==> src/rtl/gf2_restrict_encoder.sv <==
// gf2_restrict_encoder: computes y = A*x over GF(2), one result row per clock.
// Matrix A is held in a row-programmable register file that resets to identity.
//
// Handshake: a transfer happens on a rising edge where valid and ready are both
// high. The producer holds valid and data steady until that edge. in_ready is
// high only in IDLE. out_valid stays high with out_vec frozen in HOLD until
// out_ready is seen. A new vector is accepted no earlier than the cycle after
// the output handshake.
module gf2_restrict_encoder #(
    parameter int N  = 15,
    parameter int K  = 15,
    parameter int AW = 4
) (
    input  logic          clk,
    input  logic          rst,
    input  logic          cfg_we,
    input  logic [AW-1:0] cfg_addr,
    input  logic [N-1:0]  cfg_row,
    output logic          cfg_err,
    input  logic          in_valid,
    output logic          in_ready,
    input  logic [N-1:0]  in_vec,
    output logic          out_valid,
    input  logic          out_ready,
    output logic [K-1:0]  out_vec,
    output logic          busy
);

    typedef enum logic [1:0] {
        S_IDLE    = 2'd0,
        S_COMPUTE = 2'd1,
        S_HOLD    = 2'd2
    } state_t;

    localparam logic [N-1:0]  ONE_HOT0 = N'(1);
    localparam logic [AW-1:0] LAST_ROW = AW'(K - 1);

    state_t        state;
    logic [N-1:0]  mat [K];
    logic [N-1:0]  xreg;
    logic [K-1:0]  acc;
    logic [AW-1:0] r;
    logic          fin;     // last row has been folded into acc
    logic          row_ok;  // cfg_addr names an existing row
    logic          cfg_ok;  // config write is accepted this cycle

    // One extra address bit so K = 2^AW compares correctly.
    assign row_ok = ({1'b0, cfg_addr} < (AW+1)'(K));
    assign cfg_ok = cfg_we && (state == S_IDLE) && row_ok;

    // Matrix row storage; identity at reset, rows at or beyond N come out zero.
    always_ff @(posedge clk or posedge rst) begin
        if (rst) begin
            for (int i = 0; i < K; i++) begin
                mat[i] <= ONE_HOT0 << i;
            end
        end else if (cfg_ok) begin
            mat[cfg_addr] <= cfg_row;
        end
    end

    // Control FSM: capture x, fold one row parity per cycle, then hold result.
    always_ff @(posedge clk or posedge rst) begin
        if (rst) begin
            state     <= S_IDLE;
            in_ready  <= 1'b1;
            out_valid <= 1'b0;
            out_vec   <= '0;
            busy      <= 1'b0;
            cfg_err   <= 1'b0;
            xreg      <= '0;
            acc       <= '0;
            r         <= '0;
            fin       <= 1'b0;
        end else begin
            cfg_err <= cfg_we && !cfg_ok;
            case (state)
                S_IDLE: begin
                    if (in_valid) begin
                        xreg     <= in_vec;
                        acc      <= '0;
                        r        <= '0;
                        fin      <= 1'b0;
                        in_ready <= 1'b0;
                        busy     <= 1'b1;
                        state    <= S_COMPUTE;
                    end
                end
                S_COMPUTE: begin
                    if (!fin) begin
                        acc[r] <= ^(mat[r] & xreg);
                        if (r == LAST_ROW) begin
                            fin <= 1'b1;
                        end else begin
                            r <= r + 1'b1;
                        end
                    end else begin
                        out_vec   <= acc;
                        out_valid <= 1'b1;
                        state     <= S_HOLD;
                    end
                end
                S_HOLD: begin
                    if (out_ready) begin
                        out_valid <= 1'b0;
                        busy      <= 1'b0;
                        in_ready  <= 1'b1;
                        state     <= S_IDLE;
                    end
                end
                default: begin
                    state     <= S_IDLE;
                    in_ready  <= 1'b1;
                    out_valid <= 1'b0;
                    busy      <= 1'b0;
                end
            endcase
        end
    end

endmodule
==> config.mk <==
export PLATFORM = sky130hd
export DESIGN_NAME = gf2_restrict_encoder
export DESIGN_NICKNAME = d
export VERILOG_FILES = /design/src/rtl/gf2_restrict_encoder.sv
export SDC_FILE = /design/constraint.sdc
export NUM_CORES = 1
export LEC_CHECK = 0
export BUFFER_PORTS_ARGS = -buffer_cell sky130_fd_sc_hd__buf_2
export CORE_ASPECT_RATIO = 1.5
export CORE_MARGIN = 5
export CORE_UTILIZATION = 65
export DETAILED_ROUTE_END_ITERATION = 8
export GPL_TIMING_DRIVEN = 0
export PLACE_DENSITY = 0.92
export SYNTH_ARGS = -nofsm -noshare
export SYNTH_HDL_FRONTEND = slang
export SYNTH_SLANG_ARGS = --single-unit
==> constraint.sdc <==
create_clock -name clk -period 28.7 [get_ports clk]
set_input_delay 5.74 -clock clk [delete_from_list [all_inputs] [get_ports clk]]
set_output_delay 5.74 -clock clk [all_outputs]
set_load 0.005 [all_outputs]
# After elaboration in Yosys (flattened, before gate mapping)
# Index checks and enable logic that the tools add are counted.
[op_classes] n_addsub=1 magnitude_cmp=6 eq_ne=8 mux=31 bitwise_logic=5 n_reduce_logical=17
[op_table] cell="$bwmux 225" count=1
[op_table] cell="$mux 15" count=5
[op_table] cell="$bmux 15 s4" count=1
[op_table] cell="$demux 15 s4" count=1
[op_table] cell="$pmux 15 s2" count=1
[op_table] cell="$and 15x15->15" count=1
[op_table] cell="$bwmux 15" count=1
[op_table] cell="$reduce_xor 15->1" count=1
[op_table] cell="$mux 4" count=3
[op_table] cell="$reduce_and 3->1" count=4
[op_table] cell="$ge 5x5->1 const B" count=2
[op_table] cell="$ne 2x2->1 const B" count=5
[op_table] cell="$not 4->5" count=2
[op_table] cell="$pmux 1 s3" count=3
[op_table] cell="$mux 1" count=8
[op_table] cell="$pmux 4 s2" count=1
[op_table] cell="$mux 2" count=3
[op_table] cell="$pmux 2 s3" count=1
[op_table] cell="$reduce_and 2->1" count=3
[op_table] cell="$logic_and 1x1->1" count=5
[op_table] cell="$lt 4x5->1 const B" count=1
[op_table] cell="$lt 5x1->1 const B" count=1
[op_table] cell="$add 4x1->4 const B" count=1
[op_table] cell="$demux 1 s4" count=1
[op_table] cell="11 further kinds" count=12
[word_totals] ff_bits=281 input_bits=39 elab_cells=93

# Longest topological paths before layout
# Gate-level depths: netlist (run 1).
[depth] ltp_word=9 mapped_depth=14 mapped_depth_nobuf=8

# Worst setup path after synthesis (run 1)
# Ideal clock, no wire load.
[synth_path] kind="input to register" startpoint="input port cfg_addr[3]" endpoint="register mat[45] (netlist bit)" arrival_time_ns=7.404 t_required_ns=28.575 path_slack_ns=21.172 stages=6 path_cell_list="clkbuf_1 nor3b_1 and3_1 clkbuf_1 clkbuf_1 mux2_2"
[synth_via] elab_chain_cells=6 elab_cells_between_ends=9 cone_classes="order compare: 3; mux: 3; bitwise: 1; reduce/logical: 2"
[synth_rtl] element="from (decl)" line="17" source="input logic [AW-1:0] cfg_addr,"
[synth_rtl] element="$not 4->5 (implied by the code)" line="58" source="mat[cfg_addr] <= cfg_row;"
[synth_rtl] element="$ge 5x5->1 (implied by the code) or $lt 5x1->1 (tied branches)" line="58"
[synth_rtl] element="$logic_and 1x1->1 (implied by the code)" line="58"
[synth_rtl] element="$mux 15 (implied by the code)" line="58"
[synth_rtl] element="$demux 15 s4" line="58"
[synth_rtl] element="$bwmux 225" line="58"
[synth_rtl] element="to (signal, indexed assignment)" line="55" source="mat[i] <= ONE_HOT0 << i;"
[synth_rtl] element="to (signal, indexed assignment)" line="58"
[synth_rtl] element="to (decl)" line="39" source="logic [N-1:0] mat [K];"
# Several ways; a longest one is shown, not always the timed one.
# A chain may end at the register's enable or synchronous reset.

# Worst setup path after layout (run 1)
[layout_path] startpoint="input port cfg_addr[2]" endpoint="register mat[1] (netlist bit)"
# The elaborated chain is that of the path after synthesis.

==> out/qor.csv, run 1 <==
metric;value;unit
status;finished, final reports clean;
CTS Sinks;281;
routability cong.;0.8708;
CP Launch Type;input port;
DR DRC count;0;
Max Freq;122.8;MHz
r2r endpoint;acc[9];
RSZ-0062 raised after global routing;false;
row count;63;
worst hold path type;reg2reg;
clock share of power;21.1;%
vias post-DR;8806;
Avg Inst Size Synth;14.00;um2
first-pass detailed-route iteration total;6;
TritonCTS clock tree;done;
DP HPWL;21.83;mm
later-pin clock latency in the skew report;540;ps
Post-DP Area;0.01364;mm2
R2R cell count;12;
Die H;183.1;um
crit path launch;cfg_addr[2];
Mapped Nets;971;
postcts setup bufs;0;
Setup Total Neg Slack;0;ps
arrival time at the worst endpoint;8550;ps
Worst Skew;15.32;ps
top cells by count, synth;mux2_2 (266), dfrtp_1 (265), clkbuf_1 (60), mux4_2 (33), mux2i_1 (32);
slew at the pin with the worst max-slew slack;1433;ps
Worst setup endpoint;mat[1];
Max-slew headroom;4.273;%
overall routed net length;34.74;mm
CTS Hold Bufs;0;
share of the synthesized area in the top cell type;51.05;%
Bufs on Longest Clock Path;3;
number of global-route vias before repair;9657;
final period utilization;28.37;%
post_cts resized;0;
Total GRT Usage;30.80;%
# port buffers;53;
Post-Syn Instances;928;
synth unique cells;47;
area grow syn2layout;12.24;%
design area;0.01458;mm2
H-tree depth;1;
initial detailed-routing violation count;818;
fillcell total;1152;
most area-hungry cell type in the Yosys netlist;dfrtp_1;
Fin. Hold Viols;0;
Routed Antenna Nets;0;
core box area;0.01971;mm2
Lkg Pwr;0.006648;uW
worst r2r src;r[0];
top-count cell post-synth;mux2_2;
Die W;125.4;um
Logic pwr share;40.2;%
GRT overflow;0;
initial antenna violation count;1;
VDD IR max;0.1362;mV
Switching Power;624.1;uW
top cells by area, synth;dfrtp_1 (51%), mux2_2 (23%), mux4_2 (5.7%), dfstp_2 (3.2%), mux2i_1 (2.5%);
post-synthesis async set-or-reset flop share;100.0;%
CTS Root Cell;clkbuf_16;
multi-input logic area;0.005552;mm2
Sw Share;35.03;%
first-pass GRT wire length;54.51;mm
sequential power share;38.7;%
Crit. End Element;register;
Seq/Total Area, Yosys;54.29;%
minimum clock period;8142;ps
Worst Path Max Fanout;10;
I/O pin count;58;
critical path class;in2reg;
register-to-register path setup slack;24530;ps
DR vias/cell;6.816;
antenna diode count;0;
Routed wire per std cell;26.89;um
Initial Util;65.92;%
share of layout cells above drive strength 1;43.31;%
register area;0.007052;mm2
predominant post-synthesis flop cell;dfrtp_1;
EDFF count, synth;0;
power per cell area;122.2;mW/mm2
Net count, final;1055;
CTS clk-pin slew, worst paths;70;ps
max-slew violations;0;
Int Power;1158;uW
Die Area;0.02297;mm2
Worst Path Required;29110;ps
end-of-flow core utilization;73.99;%
Final setup viols;0;
max-cap violations;0;
Post-Synthesis Cell Area;0.01299;mm2
Num CTS Buffers;26;
synthesis warning total;0;
#FFs+latches synth;281;
largest net degree at the start of global routing;130;
worst max-delay path, stage by stage:
cell	delay, ps
clkbuf_1	270
nand4_1	180
nor3b_1	1160
clkbuf_1	770
mux2_2	430
routing by layer:
layer  vias up  track usage, %  share of wire, %
li1       3582               -                 -
met1      4491           35.73                34
met2       558           52.21                50
met3       173           6.177               8.3
met4         2           19.88               6.9
met5         -               0             0.020
how the worst min path moves through the flow:
stage                 end       start  cells past startpoint
6_report       out_vec[5]  out_vec[5]                      1
5_1_grt           mat[55]     mat[55]                      1
4_1_cts          mat[191]    mat[191]                      1
3_5_place_dp   out_vec[1]      acc[1]                      1
3_3_place_gp    out_valid   out_valid                      2
2_1_floorplan     acc[11]     acc[11]                      2
cells in the final DEF (no fill, tap or decap), types with 4 or more instances in the layout:
cell and count:
buf_2 59, clkinv_2 7, nand2_1 28, a22oi_1 8
a221oi_1 4, buf_6 7, nand2b_1 4, buf_4 4
clkbuf_1 64, o21ai_2 10, nor2b_1 7, dfstp_2 16
a21oi_1 18, bufinv_16 5, nand4_1 9, mux4_2 33
clkbuf_16 27, o21ai_0 28, mux2i_1 32, inv_1 4
nor3_1 5, ha_1 4, xnor2_1 5, and3_1 4
nand3_1 30, nor2_1 16, xor2_1 5, mux2_2 266
a41oi_1 4, nor3b_1 5, a221o_1 11, dfrtp_1 265
stage by stage:
| step | std cells | power (uW) | setup slack, ps | hold slack [ps] |
|---|---|---|---|---|
| final | 1292 | 1782 | 20560 | 502.4 |
| after floorplan | 928 | 1196 | 15240 | 466.3 |
| after global placement | 1241 | 1344 | 12620 | 481.3 |
| after CTS | 1291 | 1770 | 20680 | 503.2 |
| after global routing | 1292 | 1862 | 20560 | 517.7 |
| after detailed placement | 1243 | 1378 | 20220 | 488.6 |
cell type report:
| type | instances | share of cell area (%) |
|---|---|---|
| Inverter | 6 | 0.2060 |
| Clock inverter | 15 | 1.425 |
| Timing Repair Buffer | 56 | 2.274 |
| Tap cell | 260 | 2.231 |
| Sequential cell | 281 | 48.37 |
| Multi-Input combinational cell | 562 | 38.08 |
| Buffer | 79 | 2.497 |
| Clock buffer | 33 | 4.926 |
sequential cells by signal (all words and copies together) (netlist names):
| register | count |
|---|---|
| mat | 225 |
| xreg | 15 |
| fin | 1 |
| out_vec | 15 |
| out_valid | 1 |
| busy | 1 |
| r | 4 |
| cfg_err | 1 |
| in_ready | 1 |
| acc | 15 |
| state | 2 |
cell families after synthesis:
| group | Yosys count | synth area share (%) |
|---|---|---|
| and+or+nand+nor | 113 | 4.363 |
| buffers and inverters | 85 | 2.976 |
| xor gates and xnor gates | 13 | 1.204 |
| DFF | 281 | 54.29 |
| muxes | 332 | 31.36 |
| AOI/OAI and AO/OA | 100 | 5.423 |
| adders and majority gates | 4 | 0.3853 |
power groups by stage:
stage	sequential, uW	combinational (uW)	clock [uW]
final	690	717	375
after global routing	706	761	395
after floorplan	651	544	0
after global placement	671	673	0
after CTS	685	710	376
after detailed placement	684	694	0
Note: power is estimated with default switching activity, not from simulation.
==> run 2: changes to the inputs <==
CORE_UTILIZATION = 56   (was 65)
PLACE_DENSITY = 0.84   (was 0.92)
clock period = 6.7 ns   (was 28.7 ns; I/O delays follow)
==> out/qor.csv, run 2 (synthesized netlist as in run 1, its figures left out) <==
metric;value;unit;change
status;finished, final reports clean;;
GRT overflow;0;;unchanged
core box area;0.02297;mm2;+17%
slowest stage delay, CP;430;ps;-730 ps
Worst Skew;15.61;ps;+0.2892 ps
share of layout cells above drive strength 1;43.16;%;-0.15 points
number of global-route vias before repair;8916;;-7.7%
Bufs on Longest Clock Path;3;;unchanged
placed cell count;1269;;+2.1%
PnR worst setup slack;2599;ps;-17960 ps
minimum clock period;4101;ps;
CP max stage cell;xnor3_2;;
arrival time at the worst endpoint;4550;ps;-4000 ps
Max Freq;243.9;MHz;
routability cong.;0.8556;;-1.7%
power per cell area;506.7;mW/mm2;+310%
initial antenna violation count;0;;-1
critical path class;reg2reg;;
H-tree depth;1;;unchanged
max-slew violations;0;;unchanged
Initial Util;56.55;%;-9.4 points
antenna diode count;0;;unchanged
Largest Register;mat;;
post-route insts no fill;1311;;+1.5%
DR DRC count;0;;unchanged
later-pin clock latency in the skew report;520;ps;-20 ps
TritonCTS clock tree;done;;
Net count, final;1059;;+0.38%
overall routed net length;32.84;mm;-5.5%
post_cts resized;0;;unchanged
Critical path buffers and inverters;6;;+4
Lkg Pwr;0.006640;uW;-0.12%
cell family contributing the most delay on the critical path;buffers and inverters;;
first-pass GRT wire length;51.27;mm;-5.9%
worst hold path type;reg2reg;;
row count;68;;+7.9%
Crit. End Element;register;;
first-pass detailed-route iteration total;5;;-1
register-to-register path setup slack;2600;ps;-21930 ps
DP Worst Slack;2667;ps;-17560 ps
final period utilization;61.20;%;
max-cap violations;0;;unchanged
Fin. Hold Viols;0;;unchanged
DR vias/cell;6.462;;-5.2%
CP Launch Type;register;;
design area;0.01459;mm2;about the same
Die W;134.4;um;+7.1%
CTS Sinks;281;;unchanged
I/O pin count;58;;unchanged
postcts setup bufs;0;;unchanged
commonest cells after routing, fill and taps aside;mux2_2 (266), dfrtp_1 (265), clkbuf_1 (65);;
slew at the pin with the worst max-slew slack;1264;ps;-168.5 ps
Routed Antenna Nets;0;;unchanged
largest net degree at the start of global routing;45;;-65%
VDD IR max;0.5761;mV;+320%
RSZ-0062 raised after global routing;false;;
Max-slew headroom;15.53;%;+11 points
fillcell total;1633;;+42%
Final setup viols;0;;unchanged
Num CTS Buffers;25;;-3.8%
Post-DP Area;0.01377;mm2;+0.92%
CTS Root Cell;clkbuf_16;;
Worst path most repeated cell;buf_2;;
CTS clk-pin slew, worst paths;70;ps;about the same
# port buffers;53;;unchanged
most common cell after layout, fill and taps aside;mux2_2;;
DP HPWL;22.25;mm;+2.0%
vias post-DR;8472;;-3.8%
area grow syn2layout;12.30;%;about the same
max reg flops;225;;unchanged
Worst Path Max Fanout;10;;unchanged
Routed wire per std cell;25.05;um;-6.8%
Setup Total Neg Slack;0;ps;unchanged
Worst Path Required;7150;ps;-21960 ps
initial detailed-routing violation count;537;;-34%
Worst Hold Slack;497.0;ps;-5.350 ps
Die H;196.5;um;+7.3%
Die Area;0.02641;mm2;+15%
crit-path cells;buf_2 -> buf_4 -> buf_2 -> buf_2 -> buf_2 -> mux4_2 -> o2111ai_1 -> o21ai_0 -> xnor2_1 -> xnor2_1 -> xnor3_2 -> buf_6 -> o21ai_2;;
Total GRT Usage;25.23;%;-5.6 points
CTS Hold Bufs;0;;unchanged
run 2: layout make-up:
cell class	instances	area [um2]	share of cell area, %
Sequential cell	281	7052	48.34
Inverter	6	26.28	0.1801
Tap cell	280	350.3	2.402
Multi-Input combinational cell	562	5552	38.06
Buffer	79	364.1	2.496
Timing Repair Buffer	61	424.2	2.908
Clock inverter	5	78.83	0.5404
Clock buffer	37	740.7	5.078
run 2: report_power, final:
part | switching [uW] | leakage, uW | total, uW | internal [uW]
sequential | 425 | 0.00358 | 2930 | 2500
combinational | 1510 | 0.00266 | 3020 | 1510
clock | 610 | 0.000405 | 1450 | 837
total | 2550 | 0.00664 | 7390 | 4850
run 2: through the flow:
stage,power (uW),util (%)
global placement,5759,59.24
floorplan,5123,-
CTS,7386,63.50
detailed placement,5905,59.93
global route,7747,63.50
finish,7391,63.50
run 2: path summary, 6_finish.rpt:
kind                       endpoint  depth (start not counted)  from
setup reg to reg             acc[3]                         13  r[1]
setup / recovery             acc[3]                         13  r[1]
max in group asynchronous  mat[168]                          6   rst
hold / removal                 busy                          1  busy
min in group asynchronous  mat[220]                          2   rst
hold reg to reg                busy                          1  busy
run 2: worst reg2reg max path, stage by stage, from the launching register on:
cell and delay (ps):
dfrtp_1 370, buf_2 240, buf_4 270, buf_2 370, buf_2 390, buf_2 410
mux4_2 370, o2111ai_1 190, o21ai_0 140, xnor2_1 170, xnor2_1 350, xnor3_2 430
buf_6 200, o21ai_2 130
run 2: metal layers:
metal	wire, um	track usage (%)	vias up	share of wire, %
met5	0	0	-	0
met3	2250	4.545	127	6.9
met4	2011	13.58	0	6.1
met1	12040	30.29	4394	37
met2	16540	43.21	356	50
li1	-	-	3595	-
